--- src/rtl/bram_dual_port_arbiter.sv ---
`default_nettype none
// ============================================================================
// Module  : bram_dual_port_arbiter
// Brief   : Round-robin arbiter granting up to two requesters per cycle onto
//           the A/B ports of a true dual-port BRAM, with read-data return.
// Revision: 1.0
// ============================================================================
module bram_dual_port_arbiter #(
  parameter int NUM_REQ    = 4,
  parameter int ADDR_WIDTH = 10,
  parameter int DATA_WIDTH = 32
) (
  input  logic                          CLK,
  input  logic                          RST,
  input  logic [NUM_REQ-1:0]            REQ_VALID,
  input  logic [NUM_REQ-1:0]            REQ_WE,
  input  logic [NUM_REQ*ADDR_WIDTH-1:0] REQ_ADDR,
  input  logic [NUM_REQ*DATA_WIDTH-1:0] REQ_DATA,
  output logic [NUM_REQ-1:0]            REQ_READY,
  output logic [NUM_REQ-1:0]            RESP_VALID,
  output logic [NUM_REQ*DATA_WIDTH-1:0] RESP_DATA,
  output logic [DATA_WIDTH-1:0]         DI_A,
  output logic [ADDR_WIDTH-1:0]         ADDR_A,
  output logic                          WE_A,
  output logic                          RE_A,
  input  logic [DATA_WIDTH-1:0]         DO_A,
  output logic [DATA_WIDTH-1:0]         DI_B,
  output logic [ADDR_WIDTH-1:0]         ADDR_B,
  output logic                          WE_B,
  output logic                          RE_B,
  input  logic [DATA_WIDTH-1:0]         DO_B,
  output logic [15:0]                   CONFLICT_COUNT
);

  localparam int PTR_W = $clog2(NUM_REQ);

  logic [ADDR_WIDTH-1:0] w_addr [NUM_REQ];
  logic [DATA_WIDTH-1:0] w_data [NUM_REQ];

  generate
    for (genvar gi = 0; gi < NUM_REQ; gi++) begin : g_unpack
      assign w_addr[gi] = REQ_ADDR[gi*ADDR_WIDTH +: ADDR_WIDTH];
      assign w_data[gi] = REQ_DATA[gi*DATA_WIDTH +: DATA_WIDTH];
    end
  endgenerate

  logic [PTR_W-1:0]   rr_ptr_q, rr_ptr_d;
  logic [NUM_REQ-1:0] resp_valid_q, resp_valid_d;
  logic               a_rd_q, a_rd_d, b_rd_q, b_rd_d;
  logic [PTR_W-1:0]   a_tag_q, a_tag_d, b_tag_q, b_tag_d;
  logic [15:0]        conflict_cnt_q, conflict_cnt_d;

  logic [PTR_W:0]     w_scan_sum;
  logic [PTR_W-1:0]   w_scan_idx;
  logic [PTR_W-1:0]   w_g0_idx, w_g1_idx;
  logic               w_g0_vld, w_g1_vld;
  logic               w_conflict, w_gnt_a, w_gnt_b;

  function automatic logic [PTR_W-1:0] f_next(input logic [PTR_W-1:0] p);
    return (p == PTR_W'(NUM_REQ-1)) ? '0 : p + PTR_W'(1);
  endfunction

  // Circular scan from rr_ptr: first valid goes to port A, second to port B.
  always_comb begin
    w_g0_vld   = 1'b0;
    w_g1_vld   = 1'b0;
    w_g0_idx   = '0;
    w_g1_idx   = '0;
    w_scan_sum = '0;
    w_scan_idx = '0;
    for (int k = 0; k < NUM_REQ; k++) begin
      w_scan_sum = {1'b0, rr_ptr_q} + (PTR_W+1)'(k);
      if (w_scan_sum >= (PTR_W+1)'(NUM_REQ))
        w_scan_sum = w_scan_sum - (PTR_W+1)'(NUM_REQ);
      w_scan_idx = w_scan_sum[PTR_W-1:0];
      if (REQ_VALID[w_scan_idx]) begin
        if (!w_g0_vld) begin
          w_g0_vld = 1'b1;
          w_g0_idx = w_scan_idx;
        end else if (!w_g1_vld) begin
          w_g1_vld = 1'b1;
          w_g1_idx = w_scan_idx;
        end
      end
    end
  end

  assign w_conflict = w_g0_vld && w_g1_vld &&
                      (w_addr[w_g0_idx] == w_addr[w_g1_idx]) &&
                      (REQ_WE[w_g0_idx] || REQ_WE[w_g1_idx]);
  assign w_gnt_a    = w_g0_vld && !RST;
  assign w_gnt_b    = w_g1_vld && !w_conflict && !RST;

  always_comb begin
    REQ_READY      = '0;
    DI_A           = '0;
    ADDR_A         = '0;
    WE_A           = 1'b0;
    RE_A           = 1'b0;
    DI_B           = '0;
    ADDR_B         = '0;
    WE_B           = 1'b0;
    RE_B           = 1'b0;
    rr_ptr_d       = rr_ptr_q;
    a_rd_d         = w_gnt_a && !REQ_WE[w_g0_idx];
    b_rd_d         = w_gnt_b && !REQ_WE[w_g1_idx];
    a_tag_d        = w_g0_idx;
    b_tag_d        = w_g1_idx;
    resp_valid_d   = '0;
    conflict_cnt_d = conflict_cnt_q;

    if (w_gnt_a) begin
      REQ_READY[w_g0_idx] = 1'b1;
      DI_A     = w_data[w_g0_idx];
      ADDR_A   = w_addr[w_g0_idx];
      WE_A     = REQ_WE[w_g0_idx];
      RE_A     = !REQ_WE[w_g0_idx];
      rr_ptr_d = f_next(w_g0_idx);
    end
    if (w_gnt_b) begin
      REQ_READY[w_g1_idx] = 1'b1;
      DI_B     = w_data[w_g1_idx];
      ADDR_B   = w_addr[w_g1_idx];
      WE_B     = REQ_WE[w_g1_idx];
      RE_B     = !REQ_WE[w_g1_idx];
      rr_ptr_d = f_next(w_g1_idx);
    end
    if (a_rd_d) resp_valid_d[w_g0_idx] = 1'b1;
    if (b_rd_d) resp_valid_d[w_g1_idx] = 1'b1;
    if (w_conflict && (conflict_cnt_q != 16'hFFFF))
      conflict_cnt_d = conflict_cnt_q + 16'd1;
  end

  always_ff @(posedge CLK) begin
    if (RST) begin
      rr_ptr_q       <= '0;
      resp_valid_q   <= '0;
      a_rd_q         <= 1'b0;
      b_rd_q         <= 1'b0;
      a_tag_q        <= '0;
      b_tag_q        <= '0;
      conflict_cnt_q <= '0;
    end else begin
      rr_ptr_q       <= rr_ptr_d;
      resp_valid_q   <= resp_valid_d;
      a_rd_q         <= a_rd_d;
      b_rd_q         <= b_rd_d;
      a_tag_q        <= a_tag_d;
      b_tag_q        <= b_tag_d;
      conflict_cnt_q <= conflict_cnt_d;
    end
  end

  // Responses still pending when reset is raised are hidden immediately.
  assign RESP_VALID     = resp_valid_q & ~{NUM_REQ{RST}};
  assign CONFLICT_COUNT = conflict_cnt_q;

  generate
    for (genvar gi = 0; gi < NUM_REQ; gi++) begin : g_resp
      assign RESP_DATA[gi*DATA_WIDTH +: DATA_WIDTH] =
        (a_rd_q && (a_tag_q == PTR_W'(gi))) ? DO_A :
        (b_rd_q && (b_tag_q == PTR_W'(gi))) ? DO_B : '0;
    end
  endgenerate

endmodule
`default_nettype wire

--- config.mk ---
export PLATFORM = sky130hd
export DESIGN_NAME = bram_dual_port_arbiter
export DESIGN_NICKNAME = d
export VERILOG_FILES = /design/src/rtl/bram_dual_port_arbiter.sv
export SDC_FILE = /design/constraint.sdc
export NUM_CORES = 1
export LEC_CHECK = 0
export ABC_AREA = 1
export BUFFER_PORTS_ARGS = -buffer_cell sky130_fd_sc_hd__buf_2
export CORE_AREA = 2 2 188 190
export DETAILED_ROUTE_END_ITERATION = 7
export DIE_AREA = 0 0 190 192
export PLACE_DENSITY = 0.49
export SLEW_MARGIN = 20
export SYNTH_ARGS = -nofsm -noshare
export SYNTH_HDL_FRONTEND = slang
export SYNTH_SLANG_ARGS = --single-unit
--- constraint.sdc ---
create_clock -name CLK -period 2.9 [get_ports CLK]
set_clock_uncertainty 0.1 [all_clocks]
set_input_delay 0.29 -clock CLK [delete_from_list [all_inputs] [get_ports CLK]]
set_output_delay 0.29 -clock CLK [all_outputs]
set_load 0.02 [all_outputs]
==> out/summary.txt <==
Synth area leader: nand2_1
GPL Wtd Cong: 0.9072
Die ar.: 36480 um2
register bit total from synthesis: 28
total leakage power: 0.006871 uW
synthesized cell area: 6903 um2
core area: 34290 um2
Hold-fix buffers, CTS: 0
clock sink total: 28
Mean Syn Cell Area: 5.406 um2
Hold Crit Class: input pin to flip-flop
1st-pass router iterations: 5
Main synth FF type: dfxtp_1
most frequent cells in the layout: 406 x buf_2, 254 x nand2_1, 167 x inv_1, 159 x buf_4, 128 x o22ai_1
Critical Path Source Type: flip-flop
Clock Path Buffers: 2
Die X: 190 um
antenna violations before repair: 6
Nets: 2122
largest net degree at the start of global routing: 85
Synthesized Nets: 1530
drt initial violations: 643
Worst EP required: 2.51 ns
Rel. slew slack: 48.93%
drt drc: 0
Detailed Route WL: 45030 um
multi-input logic area: 6860 um2
total power: 24370 uW
DPL Wire Length: 32100 um
wire per inst: 19.36 um
RSZ-0062 raised after global routing: true
Final setup viols: 114
Final Critical Period: 3.829 ns
Worst IR Drop VDD: 0.0009242 V
GRT Total Usage: 21.29%
crit path max fanout: 7
Setup crit end kind: output port
GRT Residual Overflow: 0
f_max: 0.2612 GHz
WHS: 0.2279 ns
CP Class: flip-flop to output port
CP max-delay cell: dfxtp_4
max-slew violations: 0
port bufs: 481
crit-path cells: inv_6 -> nand2_4 -> nand3_4 -> nand2_4 -> buf_6 -> nor2_4 -> buf_6 -> nand3_4 -> inv_6 -> nor2_4 -> nor2_4 -> buf_12 -> buf_8 -> nand3_4 -> nand2_4 -> nand3_2 -> nand2_2 -> nor2_4 -> nand3_4 -> nand2_8 -> buf_12 -> buf_12 -> a211oi_4 -> buf_6
GR Util met1: 22.15%
via-per-instance ratio: 5.027
vias in the first global route: 11050
first-pass GRT wire length: 61270 um
outcome: finished with violations
synth warn: 0
Placed Area: 11460 um2
final setup TNS: -69.09 ns
CTS tree: done
htree depth: 1
most used routing layer: met2
final core occ: 40.33%
latest clock arrival within the worst-skew pair: 0.27 ns
fill count: 3564
number of core rows: 68
Tcrit/Tclk final: 132.0%
failing checks: setup timing
CP Data Arrival Time: 3.44 ns
final hold vios: 0
met2 usage: 41.66%
Max Cap Violations: 0
Storage cell area: 565.5 um2
fraction of registers with async set/reset: 0%
post-synth top area share: 17.56%
initial core utilization: 20.13%
Reg clk slew, reported paths: 0.07 ns
pwr/cell area: 1762 nW/um2
fraction of layout cells with a size suffix above 1: 52.30%
Max stage delay on crit path: 0.39 ns
Inserted Clock Buffers: 3
Synth cell types: 34
Root Driver: clkbuf_16
ranking of synthesized cells by area: nand2_1 18%, o22ai_1 12%, inv_1 9.6%
final setup margin: -0.9289 ns
IO Count: 482
area grow syn2layout: 100.3%
remaining antenna violation count after routing: 0
Die Height: 192 um
register area share after synthesis: 8.120%
design area: 13830 um2
M3 GR Usage: 4.166%
via count: 11690
Worst-Margin Slew: 0.7640 ns
Post-synth EDFFs: 0
post-synthesis cell count: 1277
most common cell after layout, fill and taps aside: buf_2
-- final timing paths --
kind | to | slack, ns | depth (start not counted) | startpoint
max | DI_B[13] | -0.93 | 24 | rr_ptr_q[0]
min reg2reg | CONFLICT_COUNT[1] | 0.41 | 2 | CONFLICT_COUNT[1]
max reg2reg | CONFLICT_COUNT[8] | -0.84 | 28 | rr_ptr_q[0]
min | b_tag_q[1] | 0.23 | 2 | RST
-- per-stage QoR --
| step | worst slack [ns] | instances |
|---|---|---|
| after floorplan | -0.2476 | 1277 |
| after global placement | -0.7026 | 2243 |
| after detailed placement | -0.7160 | 2243 |
| after CTS | -0.8400 | 2291 |
| after global routing | -1.116 | 2326 |
| final | -0.9289 | 2326 |
-- cells in the mapped netlist (27+ instances only) --
master,instances
o21ai_0,36
clkbuf_1,65
dfxtp_1,28
a21oi_1,90
nor2_1,88
o22ai_1,128
nand3_1,122
nand2_1,323
a311oi_1,31
inv_1,176
a211oi_1,35
a211oi_2,27
-- per-layer routing --
metal	vias to the layer above	part of all wire, %
li1	5548	-
met1	5512	37
met2	540	52
met3	86	7.5
met4	6	3.7
met5	-	0.095
-- critical path, delay by kind of cell (launching register included) --
family / cells / cell delay (ns)
compound gates: 1 / 0.22
buf+inv: 9 / 1.23
flops: 1 / 0.39
simple gates: 14 / 1.33
-- power breakdown --
group / internal [uW] / total [uW] / switching, uW
registers: 448 / 496 / 48.3
logic: 10100 / 23500 / 13400
clock network: 240 / 375 / 135
total: 10800 / 24400 / 13500
-- cells by family (layout without fill, tap and decap cells) --
| family | count (synthesis) | in the layout | synth area share [%] |
|---|---|---|---|
| adders and majority gates | 11 | 11 | 1.994 |
| other | 0 | 3 | 0 |
| AOI/OAI and AO/OA | 353 | 353 | 33.99 |
| DFF | 28 | 28 | 8.120 |
| buffers and inverters | 283 | 873 | 16.77 |
| xor gates and xnor gates | 13 | 13 | 1.649 |
| and+or+nand+nor | 589 | 590 | 37.48 |
-- flip-flops by register name, indices dropped and copies added, names as in the netlist --
| name | flops |
|---|---|
| CONFLICT_COUNT | 16 |
| resp_valid_q | 4 |
| a_tag_q | 2 |
| b_tag_q | 2 |
| rr_ptr_q | 2 |
| a_rd_q | 1 |
| b_rd_q | 1 |
-- area by class of cell --
type | instances | area share [%]
Multi-Input combinational cell | 967 | 49.61
Timing Repair Buffer | 685 | 36.29
Inverter | 184 | 5.121
Tap cell | 455 | 4.117
Sequential cell | 28 | 4.089
Clock buffer | 4 | 0.7238
Antenna cell | 3 | 0.05428
-- repair_timing --
action | 4_1_cts | 5_1_grt
gates cloned | 4 | 14
buffers inserted | 40 | 24
gates resized for setup | 102 | 306
endpoints found under the hold margin | 0 | 0
endpoints found under the setup margin | 115 | 116
pin swaps | 17 | 68
Note: power is estimated with default switching activity, not from simulation.
